File: src/rtl/instr_fetch_unit_pkg.sv
// Shared types and constants for the instruction fetch unit.
// Holds the state encoding (IDLE, FETCH, PRESENT, DRAIN and, with
// IFU_MISALIGN_CHECK_EN defined, HALT), the bubble encoding, the IF/ID
// payload struct and the target-alignment helper.
package instr_fetch_unit_pkg;

   localparam int unsigned XLEN = 64;
   localparam int unsigned ILEN = 32;

   // addi x0,x0,0
   localparam logic [ILEN-1:0] NOP_INSN_DEF = 32'h0000_0013;
   localparam logic [XLEN-1:0] PC_STEP      = 64'd4;

   typedef enum logic [2:0] {
      ST_IDLE    = 3'd0,
      ST_FETCH   = 3'd1,
      ST_PRESENT = 3'd2,
      ST_DRAIN   = 3'd3
`ifdef IFU_MISALIGN_CHECK_EN
      ,
      ST_HALT    = 3'd4
`endif
   } ifu_state_e;

   // What IF/ID sees: instruction, its PC, and whether it is real
   typedef struct packed {
      logic [ILEN-1:0] insn;
      logic [XLEN-1:0] pc;
      logic            valid;
   } ifid_payload_t;

   // Word-align a redirect target by clearing its two low bits
   function automatic logic [XLEN-1:0] align_target(input logic [XLEN-1:0] t);
      return t & ~XLEN'(64'h3);
   endfunction

endpackage

File: src/rtl/ifu_next_pc.sv
// Combinational next-pc / next-imem_addr select for the fetch unit.
// Chooses between hold, sequential +4 and the branch target based on the
// current fetch state and this cycle's redirect / response / stall inputs.
// With IFU_MISALIGN_CHECK_EN defined the raw target is used and
// misalign_c_o flags a branch to a non-word-aligned address; otherwise the
// target is word-aligned here.
// Ports:
//   state_i          current fetch state
//   pc_i             next PC to be fetched (register value)
//   addr_i           current imem_addr register value
//   branch_taken_i   redirect pulse
//   branch_target_i  redirect address
//   pc_stall_i       hazard hold
//   rvalid_i         memory response valid
//   misalign_c_o     redirect to misaligned target (macro builds only)
//   pc_nxt_c_o       next value of the PC register
//   addr_nxt_c_o     next value of the imem_addr register
module ifu_next_pc
   import instr_fetch_unit_pkg::*;
(
   input  logic [2:0]      state_i,
   input  logic [XLEN-1:0] pc_i,
   input  logic [XLEN-1:0] addr_i,
   input  logic            branch_taken_i,
   input  logic [XLEN-1:0] branch_target_i,
   input  logic            pc_stall_i,
   input  logic            rvalid_i,
`ifdef IFU_MISALIGN_CHECK_EN
   output logic            misalign_c_o,
`endif
   output logic [XLEN-1:0] pc_nxt_c_o,
   output logic [XLEN-1:0] addr_nxt_c_o
);

   logic [XLEN-1:0] tgt;
   logic [XLEN-1:0] seq_pc;
   logic            bad_tgt;
   ifu_state_e      state;

   assign state  = ifu_state_e'(state_i);
   // Modulo-2^64 increment; FFFF_FFFF_FFFF_FFFC wraps to 0
   assign seq_pc = addr_i + PC_STEP;

`ifdef IFU_MISALIGN_CHECK_EN
   assign tgt          = branch_target_i;
   assign bad_tgt      = branch_taken_i && (branch_target_i[1:0] != 2'b00);
   assign misalign_c_o = bad_tgt;
`else
   assign tgt     = align_target(branch_target_i);
   assign bad_tgt = 1'b0;
`endif

   // Select next pc / request address
   always_comb begin
      pc_nxt_c_o   = pc_i;
      addr_nxt_c_o = addr_i;
      if (branch_taken_i) begin
         pc_nxt_c_o = tgt;
         // A misaligned redirect halts; keep the last address on the bus
         if (!bad_tgt) begin
            case (state)
               ST_IDLE, ST_PRESENT: addr_nxt_c_o = tgt;
               // Outstanding request must keep its address until answered
               ST_FETCH, ST_DRAIN:  if (rvalid_i) addr_nxt_c_o = tgt;
               default:             addr_nxt_c_o = addr_i;
            endcase
         end
      end else begin
         case (state)
            ST_IDLE:    addr_nxt_c_o = pc_i;
            ST_FETCH:   if (rvalid_i) pc_nxt_c_o = seq_pc;
            ST_PRESENT: if (!pc_stall_i) addr_nxt_c_o = pc_i;
            ST_DRAIN:   if (rvalid_i) addr_nxt_c_o = pc_i;
            default:    addr_nxt_c_o = addr_i;
         endcase
      end
   end

endmodule

File: src/rtl/instr_fetch_unit.sv
// RV64 fetch stage feeding the IF/ID register.
// Owns the PC, issues one outstanding request at a time to a variable
// latency instruction memory and presents either a fetched instruction or
// a NOP bubble. A taken branch redirects fetch, discards any in-flight
// response and raises if_flush combinationally.
// Optional feature macro: IFU_MISALIGN_CHECK_EN -- when defined, a branch to
// a non-word-aligned target sets the sticky fetch_misalign flag and halts
// fetch until reset; when undefined, targets are word-aligned and
// fetch_misalign is tied 0.
// Ports:
//   clk, reset          clock, asynchronous active-high reset
//   pc_stall            hold presented instruction and PC
//   branch_taken        1-cycle redirect pulse from EX
//   branch_target       redirect address
//   imem_req/imem_addr  request handshake to instruction memory
//   imem_rvalid/rdata   memory response
//   Instruction/PC_Out  to IF/ID
//   fetch_valid         Instruction is real (not a bubble)
//   if_flush            IF/ID flush, equal to branch_taken
//   fetch_misalign      sticky misaligned-target flag
module instr_fetch_unit
   import instr_fetch_unit_pkg::*;
#(
   parameter logic [XLEN-1:0] RESET_PC = 64'h0,
   parameter logic [ILEN-1:0] NOP_INSN = NOP_INSN_DEF
) (
   input  logic            clk,
   input  logic            reset,
   input  logic            pc_stall,
   input  logic            branch_taken,
   input  logic [XLEN-1:0] branch_target,
   output logic            imem_req,
   output logic [XLEN-1:0] imem_addr,
   input  logic            imem_rvalid,
   input  logic [ILEN-1:0] imem_rdata,
   output logic [ILEN-1:0] Instruction,
   output logic [XLEN-1:0] PC_Out,
   output logic            fetch_valid,
   output logic            if_flush,
   output logic            fetch_misalign
);

   ifu_state_e      state_q;
   logic [XLEN-1:0] pc_q;
   logic [XLEN-1:0] addr_q;
   ifid_payload_t   out_q;
   logic [XLEN-1:0] pc_d;
   logic [XLEN-1:0] addr_d;

`ifdef IFU_MISALIGN_CHECK_EN
   logic misalign_q;
   logic pend_q;     // a request was still in flight when HALT was entered
   logic misalign_c;
`endif

   ifu_next_pc u_next_pc (
      .state_i         (3'(state_q)),
      .pc_i            (pc_q),
      .addr_i          (addr_q),
      .branch_taken_i  (branch_taken),
      .branch_target_i (branch_target),
      .pc_stall_i      (pc_stall),
      .rvalid_i        (imem_rvalid),
`ifdef IFU_MISALIGN_CHECK_EN
      .misalign_c_o    (misalign_c),
`endif
      .pc_nxt_c_o      (pc_d),
      .addr_nxt_c_o    (addr_d)
   );

   // Fetch FSM with registered IF/ID outputs
   always_ff @(posedge clk or posedge reset) begin
      if (reset) begin
         state_q <= ST_IDLE;
         pc_q    <= RESET_PC;
         addr_q  <= RESET_PC;
         out_q   <= '{insn: NOP_INSN, pc: '0, valid: 1'b0};
`ifdef IFU_MISALIGN_CHECK_EN
         misalign_q <= 1'b0;
         pend_q     <= 1'b0;
`endif
      end else begin
         pc_q   <= pc_d;
         addr_q <= addr_d;
`ifdef IFU_MISALIGN_CHECK_EN
         if (state_q == ST_HALT) begin
            // Only retire the pending response; nothing new is issued
            if (imem_rvalid) pend_q <= 1'b0;
         end else if (misalign_c) begin
            out_q.insn  <= NOP_INSN;
            out_q.valid <= 1'b0;
            misalign_q  <= 1'b1;
            pend_q      <= ((state_q == ST_FETCH) || (state_q == ST_DRAIN)) && !imem_rvalid;
            state_q     <= ST_HALT;
         end else
`endif
         if (branch_taken) begin
            // Redirect wins over stall and response in every state
            out_q.insn  <= NOP_INSN;
            out_q.valid <= 1'b0;
            case (state_q)
               ST_FETCH, ST_DRAIN:  state_q <= imem_rvalid ? ST_FETCH : ST_DRAIN;
               ST_IDLE, ST_PRESENT: state_q <= ST_FETCH;
               default:             state_q <= state_q;
            endcase
         end else begin
            case (state_q)
               ST_IDLE: state_q <= ST_FETCH;
               ST_FETCH: begin
                  if (imem_rvalid) begin
                     out_q   <= '{insn: imem_rdata, pc: addr_q, valid: 1'b1};
                     state_q <= ST_PRESENT;
                  end
               end
               ST_PRESENT: begin
                  // IF/ID captures on this edge unless stalled
                  if (!pc_stall) begin
                     out_q.insn  <= NOP_INSN;
                     out_q.valid <= 1'b0;
                     state_q     <= ST_FETCH;
                  end
               end
               ST_DRAIN: if (imem_rvalid) state_q <= ST_FETCH;
               default:  state_q <= state_q;
            endcase
         end
      end
   end

`ifdef IFU_MISALIGN_CHECK_EN
   assign imem_req       = (state_q == ST_FETCH) || (state_q == ST_DRAIN) ||
                           ((state_q == ST_HALT) && pend_q);
   assign fetch_misalign = misalign_q;
`else
   assign imem_req       = (state_q == ST_FETCH) || (state_q == ST_DRAIN);
   assign fetch_misalign = 1'b0;
`endif

   assign imem_addr   = addr_q;
   assign Instruction = out_q.insn;
   assign PC_Out      = out_q.pc;
   assign fetch_valid = out_q.valid;
   assign if_flush    = branch_taken;

endmodule

File: config.mk
export PLATFORM = sky130hd
export DESIGN_NAME = instr_fetch_unit
export DESIGN_NICKNAME = d
export VERILOG_FILES = /design/src/rtl/instr_fetch_unit_pkg.sv /design/src/rtl/ifu_next_pc.sv /design/src/rtl/instr_fetch_unit.sv
export SDC_FILE = /design/constraint.sdc
export NUM_CORES = 1
export LEC_CHECK = 0
export ABC_AREA = 1
export CORE_ASPECT_RATIO = 0.8
export CORE_MARGIN = 3
export CORE_UTILIZATION = 51
export DETAILED_ROUTE_END_ITERATION = 10
export PLACE_DENSITY = 0.77
export SETUP_SLACK_MARGIN = 0.1
export SLEW_MARGIN = 20
export SYNTH_ARGS = -nofsm -noshare
export SYNTH_HDL_FRONTEND = slang
export SYNTH_SLANG_ARGS = --single-unit
File: constraint.sdc
create_clock -name clk -period 9.32 [get_ports clk]
set_input_delay 0.932 -clock clk [delete_from_list [all_inputs] [get_ports clk]]
set_output_delay 0.932 -clock clk [all_outputs]
set_load 0.02 [all_outputs]
==> impl_metrics.prom <==
# TYPE chip_impl_metric gauge
chip_impl_info{name="status",value="complete, no violations"} 1
chip_impl_metric{name="synth_area_per_cell",unit="um^2"} 7.53
chip_impl_metric{name="via_per_inst",unit=""} 5.43
chip_impl_metric{name="final_antenna_net_count",unit=""} 0
chip_impl_metric{name="timing.fmax",unit="MHz"} 242
chip_impl_metric{name="pre_cts_ws",unit="ns"} 4.69
chip_impl_metric{name="clk_latency",unit="ns"} 0.53
chip_impl_metric{name="finalClockSkew",unit="ns"} 0.0136
chip_impl_metric{name="htreeDepth",unit=""} 1
chip_impl_info{name="grt_most_used_layer",value="met2"} 1
chip_impl_metric{name="grt_max_degree",unit=""} 94
chip_impl_metric{name="slew_viol_final",unit=""} 0
chip_impl_metric{name="post_synth_edffs",unit=""} 0
chip_impl_metric{name="grt_pass1_vias",unit=""} 10600
chip_impl_info{name="regToRegEndpoint",value="PC_Out[16]"} 1
chip_impl_metric{name="final.setup.worst_slack",unit="ns"} 5.19
chip_impl_metric{name="tritoncts_num_sinks",unit=""} 227
chip_impl_info{name="path_cells",value="buf_4 -> clkinv_2 -> nand2_1 -> nor2_4 -> clkinv_2 -> buf_4 -> nand2_1 -> o21ai_0"} 1
chip_impl_metric{name="design_area",unit="um^2"} 15000
chip_impl_metric{name="rd_place_congestion",unit=""} 0.985
chip_impl_metric{name="netlist_area",unit="um^2"} 11400
chip_impl_metric{name="resized_gates_after_cts",unit=""} 0
chip_impl_metric{name="insertedDiodeCount",unit=""} 0
chip_impl_info{name="worstHoldStart",value="pc_q[1]"} 1
chip_impl_metric{name="ir_drop",unit="uV"} 164
chip_impl_metric{name="first_pass_grt_wire_length",unit="um"} 58600
chip_impl_metric{name="num-nets-final",unit=""} 1844
chip_impl_metric{name="top_level_ports",unit=""} 265
chip_impl_metric{name="dp_cells",unit=""} 2015
chip_impl_metric{name="max_cap_viol_count",unit=""} 0
chip_impl_metric{name="report.power.total",unit="mW"} 3.56
chip_impl_metric{name="cts.hold.buffers_added",unit=""} 0
chip_impl_metric{name="leakage",unit="nW"} 6.76
chip_impl_metric{name="syn-num-nets",unit=""} 1621
chip_impl_metric{name="cts_buffers",unit=""} 25
chip_impl_metric{name="core.rowCount",unit=""} 48
chip_impl_metric{name="port-buffer-count",unit=""} 261
chip_impl_metric{name="setup.reg_to_reg.worst_slack",unit="ns"} 5.91
chip_impl_info{name="setup.worst_path.end",value="PC_Out[16]"} 1
chip_impl_metric{name="detailedRoute.firstIterationViolations",unit=""} 1110
chip_impl_metric{name="globalRouteMet2Util",unit="%"} 47.0
chip_impl_metric{name="synth_seq_cells",unit=""} 227
chip_impl_metric{name="clk_path_buf_depth",unit=""} 3
chip_impl_metric{name="num_vias",unit=""} 11200
chip_impl_metric{name="synthesis.instances",unit=""} 1519
chip_impl_metric{name="postSynth.asyncResetShare",unit="%"} 100
chip_impl_metric{name="relSlewSlack",unit="%"} 30.0
chip_impl_metric{name="area_added_between_synthesis_and_finish",unit="%"} 31.2
chip_impl_metric{name="layoutNonFillerInstCount",unit=""} 2061
chip_impl_metric{name="fin_crit_sh",unit="%"} 44.3
chip_impl_metric{name="cts.repair_timing.setup_buffer_count",unit=""} 0
chip_impl_metric{name="core_area",unit="um^2"} 21800
chip_impl_metric{name="start_util",unit="%"} 52.5
chip_impl_info{name="hp-class",value="reg2reg"} 1
chip_impl_info{name="clk_root_buffer_cell",value="clkbuf_16"} 1
chip_impl_metric{name="grt_usage",unit="%"} 29.9
chip_impl_info{name="setup.worst_path.start",value="branch_taken"} 1
chip_impl_metric{name="cp_max_fo",unit=""} 65
chip_impl_metric{name="wirelength",unit="um"} 36700
chip_impl_info{name="worst_r2r_startpoint",value="state_q[0]"} 1
chip_impl_metric{name="fraction_of_final_layout_cells_with_drive_strength_greater_than_1",unit="%"} 5.39
chip_impl_metric{name="globalRouteMet1Util",unit="%"} 41.1
chip_impl_metric{name="layout.core_utilization",unit="%"} 68.9
chip_impl_metric{name="report.final.setup_viol",unit=""} 0
chip_impl_metric{name="min_tclk_post_route",unit="ns"} 4.13
chip_impl_info{name="critical_path_class",value="in2reg"} 1
chip_impl_metric{name="hpwlAfterDp",unit="um"} 26000
chip_impl_metric{name="design.die.area",unit="um^2"} 24300
chip_impl_info{name="setup.worst_path.end_class",value="flop"} 1
chip_impl_metric{name="crit_arrival",unit="ns"} 4.49
chip_impl_metric{name="filler_cell_count",unit=""} 1849
chip_impl_metric{name="r2r_cells",unit=""} 8
chip_impl_metric{name="antenna_violations_before_repair",unit=""} 2
chip_impl_info{name="tritoncts_clock_tree",value="yes"} 1
chip_impl_metric{name="detail_route.drc_violations",unit=""} 0
chip_impl_metric{name="required",unit="ns"} 9.68
chip_impl_metric{name="netlist-cell-type-count",unit=""} 31
chip_impl_metric{name="die_height",unit="um"} 140
chip_impl_info{name="critical_path.startpoint_type",value="input pin"} 1
chip_impl_metric{name="post_route_setup_tns",unit="ns"} 0
chip_impl_metric{name="per_cell_routed_wire_length",unit="um"} 17.8
chip_impl_metric{name="grt.met3_usage",unit="%"} 8.35
chip_impl_metric{name="powerDensity",unit="nW/um^2"} 237
chip_impl_metric{name="hold_violations",unit=""} 0
chip_impl_info{name="grt_setup_unrepaired",value="no"} 1
chip_impl_metric{name="synth_seq_area_share",unit="%"} 49.7
chip_impl_metric{name="dieWidth",unit="um"} 173
chip_impl_metric{name="final.hold.worst_slack",unit="ns"} 0.478
chip_impl_metric{name="firstDrtPassIters",unit=""} 7
chip_impl_metric{name="worst-slew-pin-transition",unit="ns"} 1.05
chip_impl_metric{name="globalRoute.totalOverflow",unit=""} 0
chip_impl_info{name="crit_slowest_cell",value="clkinv_2"} 1
chip_impl_info{name="yosys_most_used_dff",value="dfrtp_1"} 1
chip_impl_metric{name="cpPeakStageDelay",unit="ns"} 0.85
chip_impl_metric{name="post_dp_cell_area",unit="um^2"} 14200
chip_impl_metric{name="yosysWarningCount",unit=""} 0
chip_impl_metric{name="clk_pin_slew_worst_paths",unit="ns"} 0.06
-- where the power goes --
group	internal (mW)	switching, mW	leakage (nW)
Clock	0.604	0.407	0.420
Sequential	1.21	0.201	2.84
Combinational	0.484	0.646	3.51
-- how the worst min path moves through the flow --
stage,end,slack (ns),cells past startpoint
2_1_floorplan,pc_q[0],0.44,2
3_3_place_gp,pc_q[1],0.46,2
3_5_place_dp,pc_q[1],0.46,2
4_1_cts,pc_q[1],0.48,2
5_1_grt,PC_Out[47],0.50,2
6_report,pc_q[1],0.48,2
-- registers in the layout, indices dropped and copies added (netlist names) --
signal,flops
fetch_valid,1
Instruction,32
pc_q,64
imem_addr,64
PC_Out,64
state_q,2
-- metal layers --
layer | vias to the layer above | part of all wire, %
met5 | - | 0.057
met1 | 5294 | 43
met2 | 467 | 45
met3 | 60 | 9.3
met4 | 4 | 2.8
li1 | 5359 | -
-- critical path, delay by kind of cell --
family / cells / cell delay (ns)
and+or+nand+nor: 3 / 1.00
AOI/OAI and AO/OA: 1 / 0.13
buffers and inverters: 4 / 2.33
-- synth_stat cells (7+ instances only) --
master,number,area (um^2)
nand2_1,533,2000
a21oi_1,70,350
nand2_2,7,43.8
buf_2,27,135
nand3_1,68,340
buf_4,11,82.6
o21ai_0,157,786
nor2_1,171,642
o21ai_1,14,70.1
a22o_1,29,254
nand4_1,12,75.1
clkbuf_1,31,116
inv_1,91,342
a31oi_1,31,194
dfrtp_1,224,5610
nor2_2,8,50.1
-- cell families (layout without fill, tap and decap cells) --
logic type / count (synthesis) / after routing / synth area share, %
buf+inv: 172 / 414 / 6.36
other cells: 1 / 1 / 0.0328
fa+ha+maj: 1 / 1 / 0.109
flops: 227 / 227 / 49.7
compound gates: 306 / 306 / 14.9
simple gates: 812 / 812 / 28.9
-- cell type report --
type / instances / area, um^2 / share of cell area [%]
sequential: 227 / 5680 / 37.9
multi-input combinational: 1120 / 5050 / 33.6
timing repair buffer: 270 / 2680 / 17.9
clock buffer: 36 / 737 / 4.91
inverter: 98 / 378 / 2.52
tap: 300 / 375 / 2.50
clock inverter: 10 / 106 / 0.709
-- cells in the final DEF (no fill, tap or decap), drive strengths merged, types with 3 or more instances in the layout --
master / instances
dfrtp: 224
buf: 10
clkdlybuf4s50: 260
clkbuf: 36
nand4: 12
inv: 96
dfstp: 3
a31oi: 31
clkinv: 9
a21oi: 72
nand3: 69
a22o: 29
o21ai: 173
nor2: 186
nand2: 544
(Power assumes the default switching activity.)
